`src/rtl/dmem_arbiter_pkg.sv`:
```
// Shared definitions for the data-memory arbiter: state encoding, port
// indices and the access-code widths of the data-memory interface.
package dmem_arbiter_pkg;

  typedef enum logic [1:0] {
    S_IDLE  = 2'd0,
    S_CORE  = 2'd1,
    S_DBG   = 2'd2,
    S_BURST = 2'd3
  } arb_state_t;

  localparam logic PORT_C = 1'b0;
  localparam logic PORT_D = 1'b1;

  localparam int WE_W = 2;
  localparam int RE_W = 3;

endpackage

```
`src/rtl/dmem_arbiter_if.sv`:
```
// Bundle of core, debug and memory-side signals around the arbiter.
// master = requesters plus memory model, slave = the arbiter itself.
interface dmem_arbiter_if
  import dmem_arbiter_pkg::*;
#(
  parameter int CNT_W = 16
);
  logic            c_req;
  logic [31:0]     c_addr;
  logic [31:0]     c_wdata;
  logic [WE_W-1:0] c_we;
  logic [RE_W-1:0] c_re;
  logic            c_gnt;
  logic            c_stall;

  logic            d_req;
  logic            d_lock;
  logic [31:0]     d_addr;
  logic [31:0]     d_wdata;
  logic [WE_W-1:0] d_we;
  logic [RE_W-1:0] d_re;
  logic            d_gnt;

  logic [31:0]     m_addr;
  logic [31:0]     m_wdata;
  logic [WE_W-1:0] m_we;
  logic [RE_W-1:0] m_re;
  logic [31:0]     m_rdata;
  logic [31:0]     rdata;

  logic [CNT_W-1:0] conflict_cnt;

  modport master (
    output c_req, c_addr, c_wdata, c_we, c_re,
    output d_req, d_lock, d_addr, d_wdata, d_we, d_re,
    output m_rdata,
    input  c_gnt, c_stall, d_gnt,
    input  m_addr, m_wdata, m_we, m_re, rdata, conflict_cnt
  );

  modport slave (
    input  c_req, c_addr, c_wdata, c_we, c_re,
    input  d_req, d_lock, d_addr, d_wdata, d_we, d_re,
    input  m_rdata,
    output c_gnt, c_stall, d_gnt,
    output m_addr, m_wdata, m_we, m_re, rdata, conflict_cnt
  );

endinterface

```
`src/rtl/dmem_arbiter_sat_counter.sv`:
```
// Up-counter that sticks at MAX instead of wrapping; clr has priority over inc.
module sat_counter #(
  parameter int           W   = 8,
  parameter logic [W-1:0] MAX = '1
) (
  input  logic         clk,
  input  logic         rst,
  input  logic         inc,
  input  logic         clr,
  output logic [W-1:0] cnt
);

  // Saturating count register
  always_ff @(posedge clk or negedge rst) begin
    if (!rst) begin
      cnt <= '0;
    end else if (clr) begin
      cnt <= '0;
    end else if (inc && (cnt != MAX)) begin
      cnt <= cnt + W'(1);
    end else begin
      cnt <= cnt;
    end
  end

endmodule

```
`src/rtl/dmem_arbiter.sv`:
```
// Same-cycle arbiter sharing the single-port data memory between the core
// and the debug loader: round-robin, locked debug bursts, core starvation cap.
module dmem_arbiter
  import dmem_arbiter_pkg::*;
#(
  parameter int MAX_BURST    = 8,
  parameter int STARVE_LIMIT = 4,
  parameter int CNT_W        = 16
) (
  input  logic           clk,
  input  logic           rst,
  dmem_arbiter_if.slave  bus
);

  localparam logic [7:0] MAX_BURST_C    = 8'(MAX_BURST);
  localparam logic [7:0] STARVE_LIMIT_C = 8'(STARVE_LIMIT);

  arb_state_t state_r;
  logic       last_gnt_r;
  logic [7:0] burst_cnt_r;
  logic [7:0] starve_cnt_r;

  logic c_req_s;
  logic d_req_s;
  logic burst_hold_s;
  logic c_gnt_s;
  logic d_gnt_s;
  logic c_stall_s;

  // While reset is held every request is masked so the outputs sit idle.
  assign c_req_s      = bus.c_req & rst;
  assign d_req_s      = bus.d_req & rst;
  assign burst_hold_s = (state_r == S_BURST) && d_req_s && bus.d_lock &&
                        (burst_cnt_r < MAX_BURST_C);
  assign c_stall_s    = c_req_s & ~c_gnt_s;

  // Grant resolution: starvation cap, then burst, then round-robin
  always_comb begin
    c_gnt_s = 1'b0;
    d_gnt_s = 1'b0;
    if (c_req_s && (starve_cnt_r == STARVE_LIMIT_C)) begin
      c_gnt_s = 1'b1;
    end else if (burst_hold_s) begin
      d_gnt_s = 1'b1;
    end else if (c_req_s && d_req_s) begin
      if (last_gnt_r == PORT_D) begin
        c_gnt_s = 1'b1;
      end else begin
        d_gnt_s = 1'b1;
      end
    end else if (c_req_s) begin
      c_gnt_s = 1'b1;
    end else if (d_req_s) begin
      d_gnt_s = 1'b1;
    end else begin
      c_gnt_s = 1'b0;
      d_gnt_s = 1'b0;
    end
  end

  // Memory-side mux driven by the winning port
  always_comb begin
    bus.m_addr  = 32'd0;
    bus.m_wdata = 32'd0;
    bus.m_we    = 2'd0;
    bus.m_re    = 3'd0;
    case ({c_gnt_s, d_gnt_s})
      2'b10: begin
        bus.m_addr  = bus.c_addr;
        bus.m_wdata = bus.c_wdata;
        bus.m_we    = bus.c_we;
        bus.m_re    = bus.c_re;
      end
      2'b01: begin
        bus.m_addr  = bus.d_addr;
        bus.m_wdata = bus.d_wdata;
        bus.m_we    = bus.d_we;
        bus.m_re    = bus.d_re;
      end
      default: begin
        bus.m_addr  = 32'd0;
        bus.m_wdata = 32'd0;
        bus.m_we    = 2'd0;
        bus.m_re    = 3'd0;
      end
    endcase
  end

  assign bus.c_gnt   = c_gnt_s;
  assign bus.d_gnt   = d_gnt_s;
  assign bus.c_stall = c_stall_s;
  assign bus.rdata   = bus.m_rdata;

  // Arbitration state, round-robin pointer and burst length
  always_ff @(posedge clk or negedge rst) begin
    if (!rst) begin
      state_r     <= S_IDLE;
      last_gnt_r  <= PORT_D;
      burst_cnt_r <= 8'd0;
    end else if (c_gnt_s) begin
      state_r     <= S_CORE;
      last_gnt_r  <= PORT_C;
      burst_cnt_r <= 8'd0;
    end else if (d_gnt_s) begin
      last_gnt_r <= PORT_D;
      if (bus.d_lock) begin
        state_r     <= S_BURST;
        // A locked grant outside a live burst opens a fresh one.
        burst_cnt_r <= burst_hold_s ? (burst_cnt_r + 8'd1) : 8'd1;
      end else begin
        state_r     <= S_DBG;
        burst_cnt_r <= 8'd0;
      end
    end else begin
      state_r     <= S_IDLE;
      last_gnt_r  <= last_gnt_r;
      burst_cnt_r <= 8'd0;
    end
  end

  sat_counter #(
    .W   (8),
    .MAX (STARVE_LIMIT_C)
  ) u_starve_cnt (
    .clk (clk),
    .rst (rst),
    .inc (c_stall_s),
    .clr (c_gnt_s | ~c_req_s),
    .cnt (starve_cnt_r)
  );

  sat_counter #(
    .W   (CNT_W),
    .MAX ({CNT_W{1'b1}})
  ) u_conflict_cnt (
    .clk (clk),
    .rst (rst),
    .inc (c_stall_s),
    .clr (1'b0),
    .cnt (bus.conflict_cnt)
  );

endmodule

```
`src/flat_wrapper.sv`:
```
// flat-port wrapper written by rule: the top's interface ports become plain ports
module dmem_arbiter_flat import dmem_arbiter_pkg::*;
#(
  parameter int MAX_BURST    = 8,
  parameter int STARVE_LIMIT = 4,
  parameter int CNT_W        = 16
)
  (clk, rst, bus_c_req, bus_c_addr, bus_c_wdata, bus_c_we, bus_c_re, bus_d_req, bus_d_lock, bus_d_addr, bus_d_wdata, bus_d_we, bus_d_re, bus_m_rdata, bus_c_gnt, bus_c_stall, bus_d_gnt, bus_m_addr, bus_m_wdata, bus_m_we, bus_m_re, bus_rdata, bus_conflict_cnt);
  dmem_arbiter_if #(.CNT_W(CNT_W)) bus_i ();
  input  logic clk;
  input  logic rst;
  input wire logic [$bits(bus_i.c_req)-1:0] bus_c_req;
  input wire logic [$bits(bus_i.c_addr)-1:0] bus_c_addr;
  input wire logic [$bits(bus_i.c_wdata)-1:0] bus_c_wdata;
  input wire logic [$bits(bus_i.c_we)-1:0] bus_c_we;
  input wire logic [$bits(bus_i.c_re)-1:0] bus_c_re;
  input wire logic [$bits(bus_i.d_req)-1:0] bus_d_req;
  input wire logic [$bits(bus_i.d_lock)-1:0] bus_d_lock;
  input wire logic [$bits(bus_i.d_addr)-1:0] bus_d_addr;
  input wire logic [$bits(bus_i.d_wdata)-1:0] bus_d_wdata;
  input wire logic [$bits(bus_i.d_we)-1:0] bus_d_we;
  input wire logic [$bits(bus_i.d_re)-1:0] bus_d_re;
  input wire logic [$bits(bus_i.m_rdata)-1:0] bus_m_rdata;
  output wire logic [$bits(bus_i.c_gnt)-1:0] bus_c_gnt;
  output wire logic [$bits(bus_i.c_stall)-1:0] bus_c_stall;
  output wire logic [$bits(bus_i.d_gnt)-1:0] bus_d_gnt;
  output wire logic [$bits(bus_i.m_addr)-1:0] bus_m_addr;
  output wire logic [$bits(bus_i.m_wdata)-1:0] bus_m_wdata;
  output wire logic [$bits(bus_i.m_we)-1:0] bus_m_we;
  output wire logic [$bits(bus_i.m_re)-1:0] bus_m_re;
  output wire logic [$bits(bus_i.rdata)-1:0] bus_rdata;
  output wire logic [$bits(bus_i.conflict_cnt)-1:0] bus_conflict_cnt;
  assign bus_i.c_req = bus_c_req;
  assign bus_i.c_addr = bus_c_addr;
  assign bus_i.c_wdata = bus_c_wdata;
  assign bus_i.c_we = bus_c_we;
  assign bus_i.c_re = bus_c_re;
  assign bus_i.d_req = bus_d_req;
  assign bus_i.d_lock = bus_d_lock;
  assign bus_i.d_addr = bus_d_addr;
  assign bus_i.d_wdata = bus_d_wdata;
  assign bus_i.d_we = bus_d_we;
  assign bus_i.d_re = bus_d_re;
  assign bus_i.m_rdata = bus_m_rdata;
  assign bus_c_gnt = bus_i.c_gnt;
  assign bus_c_stall = bus_i.c_stall;
  assign bus_d_gnt = bus_i.d_gnt;
  assign bus_m_addr = bus_i.m_addr;
  assign bus_m_wdata = bus_i.m_wdata;
  assign bus_m_we = bus_i.m_we;
  assign bus_m_re = bus_i.m_re;
  assign bus_rdata = bus_i.rdata;
  assign bus_conflict_cnt = bus_i.conflict_cnt;
  dmem_arbiter #(.MAX_BURST(MAX_BURST), .STARVE_LIMIT(STARVE_LIMIT), .CNT_W(CNT_W)) u_core (.clk(clk), .rst(rst), .bus(bus_i));
endmodule
```
`config.mk`:
```
export PLATFORM = sky130hd
export DESIGN_NAME = dmem_arbiter_flat
export DESIGN_NICKNAME = d
export VERILOG_FILES = /design/src/rtl/dmem_arbiter_pkg.sv /design/src/rtl/dmem_arbiter_if.sv /design/src/rtl/dmem_arbiter_sat_counter.sv /design/src/rtl/dmem_arbiter.sv /design/src/flat_wrapper.sv
export SDC_FILE = /design/constraint.sdc
export NUM_CORES = 1
export LEC_CHECK = 0
export CORE_AREA = 2 2 113 115
export CTS_CLUSTER_SIZE = 40
export DETAILED_ROUTE_END_ITERATION = 16
export DIE_AREA = 0 0 115 117
export PLACE_DENSITY = 0.67
export SLEW_MARGIN = 20
export SYNTH_ARGS = -nofsm -noshare
export SYNTH_HDL_FRONTEND = slang
export SYNTH_SLANG_ARGS = --single-unit
export TNS_END_PERCENT = 20
```
`constraint.sdc`:
```
create_clock -name clk -period 5.4 [get_ports clk]
set_clock_uncertainty 0.05 [all_clocks]
set_input_delay 0.54 -clock clk [delete_from_list [all_inputs] [get_ports clk]]
set_output_delay 0.54 -clock clk [all_outputs]
set_load 0.005 [all_outputs]
```
==> results.txt <==
----------------------------------------------------
[Global route]
  Total congestion overflow after global routing ... 0
  Largest net degree at the start of global routing ... 40
  Via count of the first global-routing pass ... 3,113
  Initial antenna violation count ... 1
  Global-route wire length before repair ... 18,000 um
  Total track usage ... 17.83%

[Routing]
  Via count ... 3,292
  Routed wirelength normalized by instance count ... 18.67 um
  TritonRoute pass-1 iters ... 4
  Number of antenna-violating nets in the routed design ... 0
  Total routed wirelength ... 12,730 um
  Avg Vias per Cell ... 4.827
  Initial drt markers ... 178
  Number of DRC violations after detailed routing ... 0

[Timing]
  Worst slew pin tran ... 0.6522 ns
  Summed negative setup slack over all endpoints ... 0 ns
  Unrepaired setup endpoints after global routing ... no
  Max Clk Rate ... 0.2160 GHz
  Final hold violations ... 0
  Worst slew slack as a fraction of its limit ... 56.52%
  Number of failing setup endpoints in the final timing report ... 0
  Crit path time final ... 4.629 ns
  PnR worst setup slack ... 0.7706 ns
  Final count of pins violating max slew ... 0
  Final Hold Slack ... 0.4504 ns
  Post-route clock period utilization ... 85.73%

[Final layout]
  Fill cell total of the finished layout ... 1,206
  NumNets Final ... 713
  Share of cells above drive strength 1 ... 4.331%
  Non-Filler Instances ... 682
  Area Growth Syn to Fin ... 85.65%

[Synth]
  Top FF cell, synth ... sky130_fd_sc_hd__dfrtp_1
  Post-synth EDFFs ... 0
  Sequential fraction of the synthesis area ... 31.43%
  Mapped Avg Cell Area ... 8.158 sq um
  Flops & latches, synth ... 35
  Count of mapped cells out of synthesis ... 342
  Fraction of synthesis flops using an asynchronous set or reset pin ... 100.0%
  Netlist area before placement ... 0.002790 sq mm
  Yosys warns ... 0
  Number of different library cells in the post-synthesis netlist ... 37

[Setup path]
  RR Endpoint ... u_core.state_r[1]
  Crit path cell chain ... clkdlybuf4s50_1 > nand2_1 > o32ai_4 > a21o_2 > inv_1 > ha_2 > buf_4 > a22oi_1 > nor2_1 > clkdlybuf4s50_1
  Critical R2R Launch ... u_core.burst_cnt_r[4]
  Crit end category ... primary output
  Critical Path RT ... 4.81 ns
  CP startpoint kind ... primary input
  Delay of the slowest cell on the worst path ... 0.68 ns
  Maximum fanout encountered on the critical timing path ... 35
  Worst path most repeated cell ... sky130_fd_sc_hd__clkdlybuf4s50_1
  Number of cells traversed by the worst register-to-register path ... 5
  Register-to-Register Setup Slack ... 2.81 ns
  Cell with the largest stage delay on the worst path ... sky130_fd_sc_hd__clkdlybuf4s50_1
  Worst setup path class ... in2out
  Arrival time at the worst endpoint ... 4.04 ns

[CTS]
  Clock slew at the register clock pins of the worst setup and hold paths ... 0.05 ns
  Clock tree from TritonCTS ... built
  Cell chosen for the clock root ... sky130_fd_sc_hd__clkbuf_16
  Clock latency on the worst-skew pair ... 0.28 ns
  Num CTS Buffers ... 5
  # clock sinks ... 35
  Post-CTS Setup Bufs ... 0
  H-tree lvl count ... 2
  Resized Gates After CTS ... 0
  Max Root-Sink Buffers ... 2
  Number of hold-repair buffers added at the cts stage ... 0

[Status]
  Outcome ... finished clean

[Die]
  Total core area ... 0.01231 sq mm
  Y dimension of the die ... 117 um
  Horizontal die dimension ... 115 um
  Number of top-level pins ... 295
  Area of the die ... 0.01346 sq mm
  Starting density of the core ... 22.66%
  Total number of placement rows ... 41

[Power]
  Power per cell area ... 179.3 mW/mm^2
  Post-route total power ... 0.9290 mW
  Reported leakage power ... 1.932 nW
  Peak supply drop ... 0.0001038 V

[Placed design]
  Worst slack, placed ... 0.7329 ns
  Post-detail-place hpwl ... 10,670 um
  Number of buffers added on ports ... 230
  Final weighted congestion in routability-driven placement ... 0.8351
  Placed instance count ... 673

[Hold path]
  HP Start ... u_core.u_conflict_cnt.cnt[13]
  Capture endpoint of the worst hold path ... u_core.u_conflict_cnt.cnt[13]
  Worst hold path cell count ... 1
  Hold Crit Class ... reg2reg

[Run]
  Number of violations of the max-capacitance limit ... 0

----------------------------------------------------
## kinds of logic after synthesis
kind of cell | Yosys count | share of synthesized area [%]
muxes | 2 | 0.8071
AOI/OAI and AO/OA | 76 | 20.99
and+or+nand+nor | 132 | 22.83
DFF | 35 | 31.44
buffers and inverters | 66 | 13.32
adders and majority gates | 8 | 3.588
other | 1 | 0.1344
xor gates and xnor gates | 22 | 6.906
## cell type report
| type | instances | area (sq um) | share of cell area [%] |
|---|---|---|---|
| Antenna cell | 1 | 2.502 | 0.04831 |
| Inverter | 9 | 33.78 | 0.6522 |
| Multi-Input combinational cell | 244 | 1558 | 30.07 |
| Sequential cell | 35 | 877.1 | 16.93 |
| Timing Repair Buffer | 235 | 2365 | 45.65 |
| Clock buffer | 8 | 156.4 | 3.019 |
| Tap cell | 150 | 187.7 | 3.623 |
## placed cells by master, fill, tap and decap left out, drive strengths merged, types with 2 or more instances in the layout
| master | netlist | routed |
|---|---|---|
| a22oi | 69 | 69 |
| and2 | 2 | 2 |
| and3 | 3 | 3 |
| buf | 35 | 5 |
| clkbuf | 22 | 8 |
| clkdlybuf4s50 | 0 | 230 |
| conb | 1 | 4 |
| dfrtp | 34 | 34 |
| ha | 8 | 8 |
| inv | 9 | 9 |
| mux2 | 2 | 2 |
| nand2 | 8 | 8 |
| nand3 | 14 | 14 |
| nand4 | 8 | 8 |
| nor2 | 81 | 81 |
| nor3 | 4 | 4 |
| nor4 | 2 | 2 |
| o21ai | 2 | 2 |
| xnor2 | 12 | 12 |
| xor2 | 10 | 10 |
## worst max-delay path, delay by kind of cell
| family | cells | cell delay [ns] |
|---|---|---|
| compound gates | 3 | 0.58 |
| buf+inv | 4 | 1.75 |
| fa+ha+maj | 1 | 0.60 |
| simple gates | 2 | 0.53 |
## stage by stage
| stage | util, % | area, sq um |
|---|---|---|
| after floorplan | - | 2801 |
| after global placement | 40.78 | 5021 |
| after detailed placement | 40.78 | 5021 |
| after CTS | 42.05 | 5177 |
| after global routing | 42.05 | 5177 |
| final | 42.07 | 5180 |
## state kept, by name, indices dropped and copies added, names as in the netlist
register                   cells
u_core.u_conflict_cnt.cnt     16
u_core.burst_cnt_r             8
u_core.state_r                 2
u_core.last_gnt_r              1
u_core.u_starve_cnt.cnt        8
## cell usage after synthesis, types with 7 or more instances
cell,count,area [sq um]
sky130_fd_sc_hd__buf_4,33,247.7
sky130_fd_sc_hd__xnor2_1,12,105.1
sky130_fd_sc_hd__ha_1,8,100.1
sky130_fd_sc_hd__nand2_1,8,30.03
sky130_fd_sc_hd__clkbuf_1,22,82.58
sky130_fd_sc_hd__dfrtp_1,34,850.8
sky130_fd_sc_hd__nand4_1,7,43.79
sky130_fd_sc_hd__inv_1,9,33.78
sky130_fd_sc_hd__nor2_1,81,304.0
sky130_fd_sc_hd__nand3_1,14,70.07
sky130_fd_sc_hd__a22oi_1,69,518.0
sky130_fd_sc_hd__xor2_1,10,87.58
## per-layer routing
metal | GRT usage, % | vias to the layer above | share of wire [%]
li1 | - | 1550 | -
met4 | 3.133 | 0 | 0.86
met1 | 22.46 | 1551 | 41
met5 | 0 | - | 0
met3 | 10.71 | 9 | 13
met2 | 26.59 | 182 | 44
## worst max-delay path by stage
stage          depth (start not counted)  startpoint  slack, ns             end
2_1_floorplan                          9  bus_d_lock       2.03   bus_m_addr[1]
3_5_place_dp                           9         rst       0.73  bus_m_addr[13]
5_1_grt                               10         rst       0.47  bus_m_addr[13]
3_3_place_gp                          10         rst       0.86  bus_m_addr[13]
4_1_cts                               10         rst       0.73  bus_m_addr[13]
6_report                              10         rst       0.77  bus_m_addr[13]
## report_power, final
group	internal (mW)	switching (mW)	total, mW
Combinational	0.196	0.132	0.329
Sequential	0.279	0.0185	0.297
Clock	0.196	0.107	0.303
(Power assumes the default switching activity.)
